### src/rtl/uart_pkg.sv
// Shared UART definitions: frame constants and the receiver state encoding.
package uart_pkg;

  localparam int DATA_BITS        = 8;
  localparam int N_CYCLES_DEFAULT = 868;  // 100 MHz / 115200 baud

  typedef enum logic [4:0] {
    IDLE  = 5'b00001,
    START = 5'b00010,
    DATA  = 5'b00100,
    STOP  = 5'b01000,
    BREAK = 5'b10000
  } rx_state_t;

endpackage

### src/rtl/sync2.sv
// Two-flop synchroniser for a single asynchronous input, with a selectable reset value.
module sync2 #(
  parameter logic RESET_VAL = 1'b1
) (
  input  logic clock,
  input  logic reset,
  input  logic d,
  output logic q
);

  logic meta;

  always_ff @(posedge clock or negedge reset) begin
    if (!reset) begin
      meta <= RESET_VAL;
      q    <= RESET_VAL;
    end else begin
      meta <= d;
      q    <= meta;
    end
  end

endmodule

### src/rtl/uart_rx.sv
// 8N1 UART receiver: centre-sampled, LSB-first, with a one-entry valid/ready holding register.
module uart_rx
  import uart_pkg::*;
#(
  parameter int N_CYCLES = N_CYCLES_DEFAULT  // clock cycles per bit, at least 4
) (
  input  logic       clock,
  input  logic       reset,
  input  logic       rx,
  output logic [7:0] data,
  output logic       valid,
  input  logic       ready,
  output logic       frame_err,
  output logic       overrun
);

  localparam int CW = $clog2(N_CYCLES);
  localparam int IW = $clog2(DATA_BITS);
  localparam logic [CW-1:0] HALF_LOAD = CW'(N_CYCLES / 2 - 1);
  localparam logic [CW-1:0] FULL_LOAD = CW'(N_CYCLES - 1);
  localparam logic [IW-1:0] LAST_IDX  = IW'(DATA_BITS - 1);

  rx_state_t     state, state_nxt;
  logic [CW-1:0] cnt, cnt_nxt;
  logic [IW-1:0] idx, idx_nxt;
  logic [7:0]    shift, shift_nxt;
  logic          rx_s, tick, deliver, ferr;

  sync2 #(.RESET_VAL(1'b1)) u_sync (
    .clock (clock),
    .reset (reset),
    .d     (rx),
    .q     (rx_s)
  );

  assign tick = (cnt == '0);

  // NOTE: every signal written here gets a default first, so no path leaves one unassigned and no latch is inferred.
  always_comb begin
    state_nxt = state;
    cnt_nxt   = cnt;
    idx_nxt   = idx;
    shift_nxt = shift;
    deliver   = 1'b0;
    ferr      = 1'b0;
    unique case (state)
      IDLE: begin
        if (!rx_s) begin
          cnt_nxt   = HALF_LOAD;
          state_nxt = START;
        end
      end
      START: begin
        if (!tick) begin
          cnt_nxt = cnt - CW'(1);
        end else if (!rx_s) begin
          cnt_nxt   = FULL_LOAD;
          idx_nxt   = '0;
          state_nxt = DATA;
        end else begin
          state_nxt = IDLE;  // line went high again before mid-start: a glitch
        end
      end
      DATA: begin
        if (!tick) begin
          cnt_nxt = cnt - CW'(1);
        end else begin
          shift_nxt = {rx_s, shift[7:1]};
          cnt_nxt   = FULL_LOAD;
          idx_nxt   = idx + IW'(1);
          if (idx == LAST_IDX) state_nxt = STOP;
        end
      end
      STOP: begin
        if (!tick) begin
          cnt_nxt = cnt - CW'(1);
        end else if (rx_s) begin
          deliver   = 1'b1;
          state_nxt = IDLE;  // leaving at mid-stop lets the next start edge follow without a gap
        end else begin
          ferr      = 1'b1;
          state_nxt = BREAK;
        end
      end
      BREAK: begin
        if (rx_s) state_nxt = IDLE;
      end
      default: state_nxt = IDLE;
    endcase
  end

  // NOTE: sequential state is updated with non-blocking assignments so every flop samples pre-edge values.
  always_ff @(posedge clock or negedge reset) begin
    if (!reset) begin
      state <= IDLE;
      cnt   <= '0;
      idx   <= '0;
      shift <= '0;
    end else begin
      state <= state_nxt;
      cnt   <= cnt_nxt;
      idx   <= idx_nxt;
      shift <= shift_nxt;
    end
  end

  // Holding register: newest byte wins; a delivery into an unaccepted byte reports overrun.
  always_ff @(posedge clock or negedge reset) begin
    if (!reset) begin
      data      <= '0;
      valid     <= 1'b0;
      frame_err <= 1'b0;
      overrun   <= 1'b0;
    end else begin
      frame_err <= ferr;
      overrun   <= 1'b0;
      if (deliver) begin
        data    <= shift;
        valid   <= 1'b1;
        overrun <= valid && !ready;
      end else if (valid && ready) begin
        valid <= 1'b0;
      end
    end
  end

endmodule

### config.mk
export PLATFORM = sky130hd
export DESIGN_NAME = uart_rx
export DESIGN_NICKNAME = d
export VERILOG_FILES = /design/src/rtl/uart_pkg.sv /design/src/rtl/sync2.sv /design/src/rtl/uart_rx.sv
export SDC_FILE = /design/constraint.sdc
export NUM_CORES = 1
export LEC_CHECK = 0
export BUFFER_PORTS_ARGS = -buffer_cell sky130_fd_sc_hd__buf_2
export CORE_MARGIN = 4
export CORE_UTILIZATION = 55
export CTS_CLUSTER_SIZE = 24
export DETAILED_ROUTE_END_ITERATION = 7
export GPL_TIMING_DRIVEN = 0
export PLACE_DENSITY_LB_ADDON = 0.05
export RECOVER_POWER = 100
export SYNTH_ARGS = -nofsm -noshare
export SYNTH_HDL_FRONTEND = slang
export SYNTH_SLANG_ARGS = --single-unit
### constraint.sdc
create_clock -name clock -period 5.9 [get_ports clock]
set_clock_uncertainty 0.05 [all_clocks]
set_input_delay 1.475 -clock clock [delete_from_list [all_inputs] [get_ports clock]]
set_output_delay 1.475 -clock clock [all_outputs]
set_load 0.03 [all_outputs]
==> results.sh <==
export IMPL_status="finished, violations left"
export IMPL_violations="max-capacitance violations, max-slew violations"
export IMPL_combPwrFrac=0.376
export IMPL_drt_wl_total_um=4130
export IMPL_fp_dieArea_um2=4800
export IMPL_fin_tns_setup_ns=0
export IMPL_post_route_period_util=0.530
export IMPL_swShare=0.372
export IMPL_async_reset_ff_frac=1.00
export IMPL_layout_nets=211
export IMPL_drv_slew=40
export IMPL_worst_path_max_fanout=10
export IMPL_p_sw_mw=0.338
export IMPL_synth_top_area_frac=0.437
export IMPL_clockBufferDepth=2
export IMPL_tightest_slew_ns=2.01
export IMPL_initial_utilization=0.595
export IMPL_antenna_found_initial=0
export IMPL_core_um2=3470
export IMPL_final_hold_viol_count=0
export IMPL_p_clk_frac=0.259
export IMPL_layout_common_cells="dfrtp_1, mux2_2, clkbuf_1"
export IMPL_rsz0062_at_grt="false"
export IMPL_synth_cells=182
export IMPL_syn_nets=190
export IMPL_netlist_area_um2=2060
export IMPL_slew_headroom=-0.339
export IMPL_critPathArrivalTime_ns=3.25
export IMPL_vias=1535
export IMPL_yosysSeqAreaShare=0.475
export IMPL_finalPower_mw=0.911
export IMPL_cellLeakagePower_nw=1.01
export IMPL_clock_latency_ns=0.29
export IMPL_ys_ff_latch=39
export IMPL_postCtsResizedCells=0
export IMPL_area_delta_synth_final_pct=8.73
export IMPL_routabilityCongestion=0.900
export IMPL_ys_dominant_reg_cell="dfrtp_1"
export IMPL_overflow=0
export IMPL_antenna_cells=0
export IMPL_hold_buffers=0
export IMPL_dp_cells=242
export IMPL_track_usage=0.188
export IMPL_finalNonFillerCells=250
export IMPL_avgViaCountPerCell=6.14
export IMPL_place_port_buffers=14
export IMPL_min_path_type="flip-flop to flip-flop"
export IMPL_layout_commonest_cell="dfrtp_1"
export IMPL_cts_tree="done"
export IMPL_required_ns=6.02
export IMPL_io_pins=15
export IMPL_ys_warn_count=0
export IMPL_crit_path_end_kind="flip-flop"
export IMPL_synth_top_area_cell="dfrtp_1"
export IMPL_synth_area_leaders="dfrtp_1, mux2_2, dfstp_2"
export IMPL_synth_avg_cell_area_um2=11.3
export IMPL_fmax_mhz=320
export IMPL_clock_sinks=39
export IMPL_p_per_area_nw_per_um2=406
export IMPL_cts_root_buf="clkbuf_8"
export IMPL_start_kind="flip-flop"
export IMPL_first_global_vias=1543
export IMPL_drv_cap=1
export IMPL_die_h_um=69.3
export IMPL_dp_hpwl_um=2990
export IMPL_max_vdd_ir_drop_v=0.000207
export IMPL_synth_edf_count=0
export IMPL_p_int_mw=0.572
export IMPL_grt_pass1_wl_um=7320
export IMPL_cts_buffers=5
export IMPL_critPathKind="flip-flop to flip-flop"
export IMPL_drt_pass1_iter_count=4
export IMPL_synth_cell_type_count=53
export IMPL_clkTransAtPathRegs_ns=0.08
export IMPL_drt_initial_drc_count=159
export IMPL_wl_per_cell_um=16.5
export IMPL_drive_gt1_frac=0.216
export IMPL_grt_max_degree=40
export IMPL_cts_setup_buffers=0
export IMPL_final_antenna_net_count=0
export IMPL_die_w_um=69.3
export IMPL_p_seq_frac=0.365
export IMPL_fin_crit_ns=3.13
export IMPL_drc=0
export IMPL_finalSetupViolCount=0
export IMPL_cts_max_level=2
export IMPL_rows=21
cells in the mapped netlist, types with 2 or more instances:
cell and instances:
dfrtp_1 36, mux2_2 17, nor3_1 10, nand2_1 8, nor2_1 8, a21oi_1 7, a31oi_1 6, inv_1 6
o211ai_1 5, a22o_1 4, buf_4 4, ha_1 4, a21o_1 3, and3_1 3, clkbuf_1 3, dfstp_2 3
nand3_1 3, nor2b_1 3, o31ai_1 3, or3_1 3, a22oi_1 2, and2_1 2, buf_2 2, mux2_1 2
nor3_4 2, nor3b_1 2, nor4_1 2, o21ai_0 2, or3b_4 2, or4_1 2
path summary, 6_finish.rpt:
check / end / startpoint / depth (start not counted) / slack (ns)
worst max-delay path: data[4] / cnt[0] / 6 / 2.77
worst min-delay path: u_sync.q / u_sync.meta / 0 / 0.31
worst max register to register: data[4] / cnt[0] / 6 / 2.77
worst min register to register: u_sync.q / u_sync.meta / 0 / 0.31
max in group asynchronous: shift[4] / reset / 1 / 2.95
min in group asynchronous: cnt[5] / reset / 1 / 1.70
through the flow:
step	area (µm²)	hold slack, ns	setup slack (ns)	utilization
after CTS	2310	0.313	3.51	0.667
after global placement	2190	0.299	3.65	0.632
after floorplan	2060	0.295	3.88	-
after global routing	2240	0.314	2.50	0.647
after detailed placement	2190	0.301	3.59	0.632
final	2240	0.310	2.77	0.647
final cells by class:
class / count / area, µm²
multi-input cells: 128 / 960
flip-flops and latches: 39 / 980
clock buffers: 6 / 82.6
repair buffers: 14 / 55.1
well taps: 46 / 57.6
inverters: 6 / 22.5
clock inverters: 2 / 38.8
fillers: 292 / 1220
plain buffers: 9 / 47.5
flip-flops by register name, summed over array words and instances (netlist names):
signal       flops
shift            8
u_sync.meta      1
u_sync.q         1
valid            1
overrun          1
idx              3
state            5
frame_err        1
data             8
cnt             10
per-layer routing:
layer  vias to the layer above  routed length [µm]  share of wire  track usage
met5                         -                   0              0            0
met4                         0                  91          0.022       0.0846
met3                        10                 177          0.043       0.0319
met2                        43                2090           0.51        0.310
met1                       750                1770           0.43        0.242
li1                        732                   -              -            -
logic make-up after synthesis:
kind of cell	share of synthesized area
DFF	0.475
adders and majority gates	0.0243
buffers and inverters	0.0358
xor gates and xnor gates	0.00849
AOI/OAI and AO/OA	0.162
muxes	0.104
and+or+nand+nor	0.191
worst max-delay path, stage by stage, from the launching register on:
cell and delay [ns]:
dfrtp_1 0.41, inv_1 0.16, ha_1 0.17, nor3b_1 0.39
nand3_1 0.32, nor3_1 1.08, mux2_2 0.43
power by group through the flow:
stage / logic (mW) / clock network [mW] / registers [mW]
after floorplan: 0.280 / 0 / 0.330
final: 0.342 / 0.236 / 0.333
after CTS: 0.352 / 0.241 / 0.333
after detailed placement: 0.349 / 0 / 0.338
after global routing: 0.381 / 0.256 / 0.339
after global placement: 0.336 / 0 / 0.336
(Power assumes the default switching activity.)
